**src/rtl/game_pkg.sv**
```systemverilog
// Shared definitions for the reaction-game controller: state codes, winner codes, defaults.
// Latency: n/a (package only).
// Backpressure: n/a (package only).
package game_pkg;

    typedef enum logic [2:0] {
        ST_IDLE   = 3'd0,
        ST_WAIT   = 3'd1,
        ST_GO     = 3'd2,
        ST_RESULT = 3'd3,
        ST_FOUL   = 3'd4,
        ST_OVER   = 3'd5
    } state_t;

    localparam logic [1:0] WIN_NONE = 2'b00;
    localparam logic [1:0] WIN_L    = 2'b01;
    localparam logic [1:0] WIN_R    = 2'b10;
    localparam logic [1:0] WIN_TIE  = 2'b11;

    localparam int MATCH_POINTS_DEF = 5;
    localparam int MIN_WAIT_MS_DEF  = 1000;
    localparam int TIMEOUT_MS_DEF   = 2000;

    // Counter widths: wait must hold MIN_WAIT + 2047, reaction must hold TIMEOUT.
    localparam int WAIT_W  = 12;
    localparam int REACT_W = 11;
    localparam int SCORE_W = 4;

    localparam logic [15:0] LFSR_SEED = 16'hACE1;

    // Score increment that sticks at the match limit.
    function automatic logic [SCORE_W-1:0] score_inc(input logic [SCORE_W-1:0] v,
                                                    input logic [SCORE_W-1:0] lim);
        return (v >= lim) ? lim : v + SCORE_W'(1);
    endfunction

endpackage

```
**src/rtl/u_lfsr16.sv**
```systemverilog
// 16-bit Fibonacci LFSR (x^16+x^14+x^13+x^11+1), free running, reseeded by rst.
// Latency: new value every clk.
// Backpressure: none; advances unconditionally.
// Ports: clk, rst (sync, active high), o_rnd[15:0] current register value.
module u_lfsr16
    import game_pkg::*;
(
    input  logic        clk,
    input  logic        rst,
    output logic [15:0] o_rnd
);

    logic [15:0] r_lfsr;
    logic        w_fb;

    // Right-shifting form: taps 16,14,13,11 land on bits 0,2,3,5.
    // A non-zero seed can never reach the all-zero lock-up state.
    assign w_fb = r_lfsr[0] ^ r_lfsr[2] ^ r_lfsr[3] ^ r_lfsr[5];

    always_ff @(posedge clk) begin
        if (rst) begin
            r_lfsr <= LFSR_SEED;
        end else begin
            r_lfsr <= {w_fb, r_lfsr[15:1]};
        end
    end

    assign o_rnd = r_lfsr;

endmodule

```
**src/rtl/u_game_ctrl.sv**
```systemverilog
// Two-player reaction game: random pre-GO delay, reaction timing, fouls, match scoring.
// Latency: every state change takes effect on the clk edge that samples its cause.
// Backpressure: none; inputs are one-cycle pulses acted on (or ignored) in the cycle sampled.
// Ports: clk/rst; i_tick 1 ms enable; i_start, i_restart, i_play[1:0] one-shots;
//        o_state, o_go, o_winner, o_foul, o_react_ms, o_score_l/r, o_match_over.
module u_game_ctrl
    import game_pkg::*;
#(
    parameter int MATCH_POINTS = MATCH_POINTS_DEF,
    parameter int MIN_WAIT_MS  = MIN_WAIT_MS_DEF,
    parameter int TIMEOUT_MS   = TIMEOUT_MS_DEF
) (
    input  logic         clk,
    input  logic         rst,
    input  logic         i_tick,
    input  logic         i_start,
    input  logic         i_restart,
    input  logic [1:0]   i_play,
    output logic [2:0]   o_state,
    output logic         o_go,
    output logic [1:0]   o_winner,
    output logic [1:0]   o_foul,
    output logic [10:0]  o_react_ms,
    output logic [3:0]   o_score_l,
    output logic [3:0]   o_score_r,
    output logic         o_match_over
);

    localparam logic [REACT_W-1:0] C_TIMEOUT = REACT_W'(TIMEOUT_MS);
    localparam logic [SCORE_W-1:0] C_MATCH   = SCORE_W'(MATCH_POINTS);

    state_t               r_state,     w_state_nxt;
    logic [WAIT_W-1:0]    r_wait_cnt,  w_wait_nxt;
    logic [REACT_W-1:0]   r_react_cnt, w_react_cnt_nxt;
    logic [1:0]           r_winner,    w_winner_nxt;
    logic [1:0]           r_foul,      w_foul_nxt;
    logic [REACT_W-1:0]   r_react_ms,  w_react_ms_nxt;
    logic [SCORE_W-1:0]   r_score_l,   w_score_l_nxt;
    logic [SCORE_W-1:0]   r_score_r,   w_score_r_nxt;
    logic                 w_begin;
    logic [15:0]          w_rnd;
    logic                 w_unused_rnd;

    u_lfsr16 u_lfsr (
        .clk   (clk),
        .rst   (rst),
        .o_rnd (w_rnd)
    );

    // Only the low 11 bits shape the delay; the rest just keep the sequence long.
    assign w_unused_rnd = ^w_rnd[15:11];

    always_ff @(posedge clk) begin
        if (rst) begin
            r_state     <= ST_IDLE;
            r_wait_cnt  <= '0;
            r_react_cnt <= '0;
            r_winner    <= WIN_NONE;
            r_foul      <= 2'b00;
            r_react_ms  <= '0;
            r_score_l   <= '0;
            r_score_r   <= '0;
        end else begin
            r_state     <= w_state_nxt;
            r_wait_cnt  <= w_wait_nxt;
            r_react_cnt <= w_react_cnt_nxt;
            r_winner    <= w_winner_nxt;
            r_foul      <= w_foul_nxt;
            r_react_ms  <= w_react_ms_nxt;
            r_score_l   <= w_score_l_nxt;
            r_score_r   <= w_score_r_nxt;
        end
    end

    always_comb begin
        w_state_nxt     = r_state;
        w_wait_nxt      = r_wait_cnt;
        w_react_cnt_nxt = r_react_cnt;
        w_winner_nxt    = r_winner;
        w_foul_nxt      = r_foul;
        w_react_ms_nxt  = r_react_ms;
        w_score_l_nxt   = r_score_l;
        w_score_r_nxt   = r_score_r;
        w_begin         = 1'b0;

        if (i_restart) begin
            w_state_nxt     = ST_IDLE;
            w_wait_nxt      = '0;
            w_react_cnt_nxt = '0;
            w_winner_nxt    = WIN_NONE;
            w_foul_nxt      = 2'b00;
            w_react_ms_nxt  = '0;
            w_score_l_nxt   = '0;
            w_score_r_nxt   = '0;
        end else begin
            case (r_state)
                ST_IDLE: w_begin = i_start;

                ST_WAIT: begin
                    // An early press beats a countdown expiring in the same cycle.
                    if (|i_play) begin
                        w_foul_nxt  = i_play;
                        w_state_nxt = ST_FOUL;
                        if (i_play == WIN_L) w_score_r_nxt = score_inc(r_score_r, C_MATCH);
                        if (i_play == WIN_R) w_score_l_nxt = score_inc(r_score_l, C_MATCH);
                    end else if (i_tick) begin
                        if (r_wait_cnt <= WAIT_W'(1)) begin
                            w_wait_nxt      = '0;
                            w_react_cnt_nxt = '0;
                            w_state_nxt     = ST_GO;
                        end else begin
                            w_wait_nxt = r_wait_cnt - WAIT_W'(1);
                        end
                    end
                end

                ST_GO: begin
                    // A press takes the count before this cycle's tick is applied.
                    if (|i_play) begin
                        w_winner_nxt   = i_play;
                        w_react_ms_nxt = r_react_cnt;
                        w_state_nxt    = ST_RESULT;
                        if (i_play == WIN_L) w_score_l_nxt = score_inc(r_score_l, C_MATCH);
                        if (i_play == WIN_R) w_score_r_nxt = score_inc(r_score_r, C_MATCH);
                    end else if (i_tick) begin
                        if (r_react_cnt >= C_TIMEOUT - REACT_W'(1)) begin
                            w_react_cnt_nxt = C_TIMEOUT;
                            w_winner_nxt    = WIN_NONE;
                            w_react_ms_nxt  = C_TIMEOUT;
                            w_state_nxt     = ST_RESULT;
                        end else begin
                            w_react_cnt_nxt = r_react_cnt + REACT_W'(1);
                        end
                    end
                end

                ST_RESULT, ST_FOUL: begin
                    // Match end is resolved before a new round can be requested.
                    if (r_score_l == C_MATCH || r_score_r == C_MATCH) begin
                        w_state_nxt = ST_OVER;
                    end else begin
                        w_begin = i_start;
                    end
                end

                ST_OVER: ;

                default: w_state_nxt = ST_IDLE;
            endcase
        end

        if (w_begin) begin
            w_wait_nxt     = WAIT_W'(MIN_WAIT_MS) + WAIT_W'(w_rnd[10:0]);
            w_winner_nxt   = WIN_NONE;
            w_foul_nxt     = 2'b00;
            w_react_ms_nxt = '0;
            w_state_nxt    = ST_WAIT;
        end
    end

    assign o_state      = r_state;
    assign o_go         = (r_state == ST_GO);
    assign o_winner     = r_winner;
    assign o_foul       = r_foul;
    assign o_react_ms   = r_react_ms;
    assign o_score_l    = r_score_l;
    assign o_score_r    = r_score_r;
    assign o_match_over = (r_state == ST_OVER);

endmodule
```
**config.mk**
```make
export PLATFORM = sky130hd
export DESIGN_NAME = u_game_ctrl
export DESIGN_NICKNAME = d
export VERILOG_FILES = /design/src/rtl/game_pkg.sv /design/src/rtl/u_lfsr16.sv /design/src/rtl/u_game_ctrl.sv
export SDC_FILE = /design/constraint.sdc
export NUM_CORES = 1
export LEC_CHECK = 0
export CORE_UTILIZATION = 45
export DETAILED_ROUTE_END_ITERATION = 7
export PLACE_DENSITY = 0.66
export SLEW_MARGIN = 10
export SYNTH_ARGS = -nofsm -noshare
export SYNTH_HDL_FRONTEND = slang
export SYNTH_SLANG_ARGS = --single-unit
```
**constraint.sdc**
```tcl
create_clock -name clk -period 5.25 [get_ports clk]
set_input_delay 1.05 -clock clk [delete_from_list [all_inputs] [get_ports clk]]
set_output_delay 1.05 -clock clk [all_outputs]
set_load 0.05 [all_outputs]
```
==> impl_metrics.py, run 1 <==
metrics = {
    "global_routing": {
        "grt_pass1_wl_mm": 13.7,
        "pin_count_of_the_biggest_net_entering_global_routing": 25,
        "grt_overflow": 0,
        "gr-usage-all-layers_pct": 22.8,
        "number_of_global_route_vias_before_repair": 2815,
        "grt_antenna_before_repair": 0,
    },
    "floorplan": {
        "dieArea_mm2": 0.00788,
        "fp-row-count": 31,
        "floorplan.initialDensity_pct": 46.7,
        "core_ar_mm2": 0.00725,
        "fp.dieH_um": 88.8,
        "fp.dieW_um": 88.8,
        "boundaryPins": 35,
    },
    "setup_path": {
        "worst_setup_path_start_kind": "flop",
        "timing.critical_path.cells": "or3b_2 -> inv_2 -> clkdlybuf4s50_1",
        "worst_ep_required_time_ns": 4.20,
        "rrSetupSlack_ns": 2.68,
        "path_delay_family": "buffers and inverters",
        "worst_path_largest_cell_delay_ns": 0.83,
        "worst_setup_path_end_kind": "primary output",
        "cp_slowest_cell": "clkdlybuf4s50_1",
        "timing.critical_path.fanout_max": 17,
        "critical_path_buf_inv_count": 2,
        "timing_worst_setup_path_type": "reg2out",
        "crit_path_dat_ns": 2.65,
    },
    "synth": {
        "post_synth_inst_count": 394,
        "ys_flop_type": "dfxtp_1",
        "yosys-top-cells-area": "dfxtp_1, a21oi_1, ha_1",
        "synth-compound-area-share_pct": 29.4,
        "synthDistinctLibCells": 63,
        "postSynthNetCount": 411,
        "synth_top_family_by_area": "compound AO/OA/AOI/OAI gates",
        "synth.area.mux_share_pct": 0,
        "fraction_of_post_synthesis_cell_area_in_the_top_cell_type_by_area_pct": 38.4,
        "synth.yosys.seq_area_share_pct": 38.4,
        "avgSynthCellArea_um2": 8.60,
        "synth.yosys.warnings": 0,
        "post_synth_xor_area_fraction_pct": 2.07,
        "netlist_area_mm2": 0.00339,
        "adder_cell_share_of_the_synthesized_area_pct": 3.69,
        "synth_top_cell_by_area": "dfxtp_1",
        "synthSimpleGateAreaFrac_pct": 22.4,
        "post_synth_arst_share_pct": 0,
        "synth_enable_flop_cells": 0,
        "synth_seq_cells": 65,
    },
    "cts": {
        "cts.repair_timing.setup_buffer_count": 0,
        "cts.hold.buffers_added": 0,
        "clkSinkCount": 65,
        "tritoncts.num_buffers": 9,
        "ctsResizeCount": 0,
        "worst_skew_pair.late_latency_ns": 0.34,
        "maximum_level_of_the_cts_h_tree": 3,
        "tritoncts": "built",
        "clockRootBuffer": "clkbuf_8",
        "clkSlewWorstSetupHoldPaths_ns": 0.07,
        "max-clock-path-buffers": 2,
    },
    "routing": {
        "avgViaCountPerCell": 6.11,
        "detail_route.wirelength_mm": 8.68,
        "ant_nets": 0,
        "drt-wirelength-per-cell_um": 16.6,
        "first_iter_violations": 186,
        "drt_pass1_iterations": 5,
        "detailroute.via_count": 3202,
        "drc": 0,
    },
    "placement": {
        "numPortBuffers": 34,
        "gp_congestion": 0.891,
        "numPlacedInstances": 508,
        "place_area_mm2": 0.00379,
        "hpwl_mm": 6.19,
        "dp_slack_ns": 1.78,
    },
    "sta": {
        "rsz_0062_raised_after_global_routing": "no",
        "timing_max_transition_violations_final": 0,
        "post-route-min-period_ns": 3.70,
        "finalSetupViolations": 0,
        "max_freq_mhz": 271,
        "max_slew.worst_pin.slew_ns": 0.887,
        "post-route-worst-setup-slack_ns": 1.55,
        "final.period_utilization_pct": 70.4,
        "skew_ns": 0.00738,
        "finalSetupTns_ns": 0,
        "fin_worst_hold_slack_ns": 0.409,
        "max_slew_margin_pct": 39.3,
        "timing.final.hold_violations": 0,
    },
    "power": {
        "leakagePower_nw": 1.33,
        "design_power_total_mw": 1.11,
        "irDropWorstVdd_uv": 221,
        "p_per_area_mw_per_mm2": 280,
    },
    "status": {
        "outcome": "finished, final reports clean",
    },
    "cells_and_area": {
        "layout-drive-gt1-share_pct": 10.6,
        "num-nets-final": 437,
        "non_filler_cells_final": 524,
        "cell_area_after_layout_mm2": 0.00398,
        "syn_to_final_growth_pct": 17.3,
        "final_core_util_pct": 54.8,
        "antenna_cells": 0,
    },
    "min_path": {
        "holdCritPathClass": "reg2reg",
    },
    "job": {
        "cap_violations": 0,
    },
}
## path summary, 6_finish.rpt
path	end	startpoint	cells past startpoint
worst max register to register	r_wait_cnt[8]	r_wait_cnt[0]	8
worst min-delay path	u_lfsr.o_rnd[10]	u_lfsr.o_rnd[11]	1
worst min register to register	u_lfsr.o_rnd[10]	u_lfsr.o_rnd[11]	1
worst max-delay path	o_go	o_state[1]	3
## Yosys cell counts (2+ instances only)
master,n
a221oi_1,3
clkbuf_1,17
a31o_2,2
a2111oi_0,4
o311ai_1,3
a311oi_1,3
nor3b_1,4
or3_1,4
dfxtp_1,65
o221a_2,6
a31oi_1,8
o41ai_1,2
nor2b_1,10
a32oi_1,3
nor3_1,14
a32o_1,5
and2_1,4
nand2b_1,8
ha_1,10
nand3_1,3
and3b_1,3
a41oi_1,2
or4_4,2
xnor2_1,3
nor4_1,3
o32ai_1,4
and3_1,7
nor2_1,26
o31ai_1,4
o211ai_1,5
buf_2,3
a21oi_1,29
or2_2,11
nand2_1,27
o21ai_0,22
nand4_1,3
xor2_1,5
a22oi_1,5
o22a_1,2
a211oi_1,10
o2111ai_1,5
inv_1,14
## registers in the layout, indices dropped and copies added (netlist names)
name	count
o_foul	2
o_react_ms	11
o_score_l	4
o_score_r	4
o_state	3
o_winner	2
r_react_cnt	11
r_wait_cnt	12
u_lfsr.o_rnd	16
## cell families (layout without fill, tap and decap cells)
| family | Yosys count | in the layout |
|---|---|---|
| buffers and inverters | 36 | 67 |
| and+or+nand+nor | 138 | 138 |
| adders and majority gates | 10 | 10 |
| xor gates and xnor gates | 8 | 8 |
| DFF | 65 | 65 |
| AOI/OAI and AO/OA | 137 | 137 |
## metal layers
| metal | wire length (um) | up-vias | share of wire, % | GRT usage, % |
|---|---|---|---|---|
| met3 | 443 | 21 | 5.1 | 4.57 |
| met2 | 4310 | 118 | 50 | 38.3 |
| met4 | 160 | 0 | 1.8 | 8.94 |
| met5 | 0 | - | 0 | 0 |
| li1 | - | 1556 | - | - |
| met1 | 3760 | 1507 | 43 | 28.6 |
## power by group
part	switching [mW]	internal (mW)
registers	0.0167	0.509
logic	0.103	0.0644
clock network	0.186	0.231
total	0.306	0.805
## cell usage in the layout (no fill, tap or decap), drive strengths merged, types with 4 or more instances in the layout
cell,netlist,final
clkdlybuf4s50,0,34
a2111oi,4,4
dfxtp,65,65
a21oi,29,29
o21ai,23,23
o32ai,4,4
nor3,14,14
nor4,4,4
or2,12,12
nand2,27,27
o31ai,4,4
nor3b,5,5
or3,5,5
xor2,5,5
and2,4,4
clkbuf,17,13
nor2b,10,10
o221a,6,6
a31oi,8,8
a22oi,5,5
o311ai,4,4
nand2b,8,8
a32o,5,5
ha,10,10
and3,7,7
a221oi,4,4
inv,15,15
nor2,26,26
o211ai,5,5
o2111ai,5,5
a211oi,11,11
## cell type report
cell class              instances  area, um^2
multi-input cells             293        1950
repair buffers                 36         355
flip-flops and latches         65        1300
well taps                      99         124
inverters                      15        56.3
clock buffers                  13         149
clock inverters                 3        40.0
fillers                       687        3280
(Power assumes the default switching activity.)
==> run 2, diff against run 1 <==
==> constraint.sdc (replaced) <==
create_clock -name clk -period 3.6 [get_ports clk]
set_input_delay 0.72 -clock clk [delete_from_list [all_inputs] [get_ports clk]]
set_output_delay 0.72 -clock clk [all_outputs]
set_load 0.05 [all_outputs]
==> run 2 against run 1 <==
  * Final cell count is 0.19% higher
  * Clock power is 48% higher
  * First-iteration DRC count is 6.5% higher
  * Critical endpoint unchanged
==> impl_metrics.py, run 2 (synthesis gave the netlist of run 1 again) <==
metrics = {
    "routing": {
        "first_iter_violations": 198,
        "ant_nets": 0,
        "detailroute.via_count": 3140,
        "avgViaCountPerCell": 5.98,
        "drt_pass1_iterations": 4,
        "detail_route.wirelength_mm": 8.45,
        "drt-wirelength-per-cell_um": 16.1,
        "drc": 0,
    },
    "sta": {
        "skew_ns": 0.00819,
        "post-route-min-period_ns": 3.37,
        "finalSetupViolations": 0,
        "timing_max_transition_violations_final": 0,
        "final.period_utilization_pct": 93.5,
        "timing.final.hold_violations": 0,
        "rsz_0062_raised_after_global_routing": "no",
        "finalSetupTns_ns": 0,
        "max_slew_margin_pct": 40.5,
        "max_freq_mhz": 297,
        "max_slew.worst_pin.slew_ns": 0.870,
    },
    "cts": {
        "tritoncts.num_buffers": 9,
        "worst_skew_pair.late_latency_ns": 0.34,
        "max-clock-path-buffers": 2,
        "cts.hold.buffers_added": 0,
        "clkSinkCount": 65,
        "ctsResizeCount": 0,
        "tritoncts": "built",
        "cts.repair_timing.setup_buffer_count": 0,
        "clkSlewWorstSetupHoldPaths_ns": 0.07,
        "clockRootBuffer": "clkbuf_8",
        "maximum_level_of_the_cts_h_tree": 3,
    },
    "job": {
        "cap_violations": 0,
    },
    "setup_path": {
        "timing_worst_setup_path_type": "reg2out",
        "crit_cells": 3,
        "crit_path_dat_ns": 2.65,
        "worst_setup_path_start_kind": "flop",
        "critical_path_buf_inv_count": 2,
        "path_delay_family": "buffers and inverters",
        "cp_slowest_cell": "clkdlybuf4s50_1",
        "worstReg2RegStart": "r_wait_cnt[0]",
        "timing.critical_path.fanout_max": 17,
        "worst-r2r-cell-count": 8,
        "worst_ep_required_time_ns": 2.88,
        "crit-reg2reg-capture": "r_wait_cnt[6]",
        "worst_setup_path_end_kind": "primary output",
        "timing.critical_path.cells": "or3b_2 -> inv_2 -> clkdlybuf4s50_1",
        "worst_path_largest_cell_delay_ns": 0.83,
        "rrSetupSlack_ns": 1.03,
    },
    "cells_and_area": {
        "largest_reg_flops": 16,
        "num-fill-cells": 696,
        "syn_to_final_growth_pct": 17.9,
        "antenna_cells": 0,
        "layout-drive-gt1-share_pct": 11.3,
        "sequential_cell_area_mm2": 0.00130,
        "layout_common_cells": "dfxtp_1, clkdlybuf4s50_1, a21oi_1",
        "non_filler_cells_final": 525,
        "num-nets-final": 439,
        "cell_area_after_layout_mm2": 0.00400,
        "multi_input_gate_area_in_the_final_layout_mm2": 0.00195,
        "layout.cells.most_common": "dfxtp_1",
    },
    "floorplan": {
        "floorplan.initialDensity_pct": 46.7,
        "boundaryPins": 35,
        "core_ar_mm2": 0.00725,
        "dieArea_mm2": 0.00788,
        "fp-row-count": 31,
        "fp.dieH_um": 88.8,
        "fp.dieW_um": 88.8,
    },
    "min_path": {
        "timing.hold.worst_endpoint": "u_lfsr.o_rnd[10]",
        "holdCritPathClass": "reg2reg",
        "min_from": "u_lfsr.o_rnd[11]",
        "whs_path_depth": 1,
    },
    "global_routing": {
        "grt_pass1_wl_mm": 13.7,
        "pin_count_of_the_biggest_net_entering_global_routing": 25,
        "grt_antenna_before_repair": 0,
        "grt_overflow": 0,
        "number_of_global_route_vias_before_repair": 2815,
        "gr-usage-all-layers_pct": 22.9,
    },
    "status": {
        "outcome": "finished, final reports clean",
    },
    "placement": {
        "hpwl_mm": 6.00,
        "place_area_mm2": 0.00380,
        "numPlacedInstances": 510,
        "numPortBuffers": 34,
        "gp_congestion": 0.904,
    },
    "power": {
        "p_per_area_mw_per_mm2": 408,
        "leakagePower_nw": 1.35,
        "irDropWorstVdd_uv": 373,
    },
}
[run 2: cell types whose count changed in the layout (fill, tap and decap cells not counted)]
cell,previous run,this run
clkbuf_1,3,1
buf_4,2,4
clkbuf_8,10,11
[run 2: where the power goes]
group | internal (mW) | total (mW) | switching, mW
Clock | 0.352 | 0.620 | 0.268
Combinational | 0.0944 | 0.242 | 0.148
Sequential | 0.743 | 0.767 | 0.0243
Total | 1.19 | 1.63 | 0.440
[run 2: worst max-delay path by stage]
stage               slack (ns)    endpoint       start
finish                    0.23        o_go  o_state[1]
global route              0.12        o_go  o_state[1]
floorplan                 1.20  o_state[0]  o_state[1]
global placement          0.65        o_go  o_state[1]
CTS                       0.24        o_go  o_state[1]
detailed placement        0.62        o_go  o_state[1]
[run 2: routing by layer]
metal / global-route usage (%) / up-vias / routed length (um)
met2: 36.9 / 80 / 4020
met3: 6.34 / 16 / 338
met1: 29.2 / 1484 / 3920
met5: 0 / - / 0
met4: 8.50 / 0 / 167
li1: - / 1560 / -
[run 2: area by class of cell]
class	count	share of cell area, %
Inverter	15	1.41
Timing Repair Buffer	38	9.27
Tap cell	99	3.10
Sequential cell	65	32.6
Clock buffer	12	3.88
Clock inverter	3	1.00
Multi-Input combinational cell	293	48.8
[run 2: per-stage QoR]
stage                     util (%)  hold slack, ns  total power [mW]  setup slack [ns]
after global placement        52.4           0.394              1.02             0.652
final                         55.1           0.400              1.63             0.234
after CTS                     55.1           0.405              1.64             0.240
after global routing          55.1           0.421              1.70             0.122
after detailed placement      52.4           0.396              1.02             0.616
after floorplan                  -           0.389             0.956              1.20
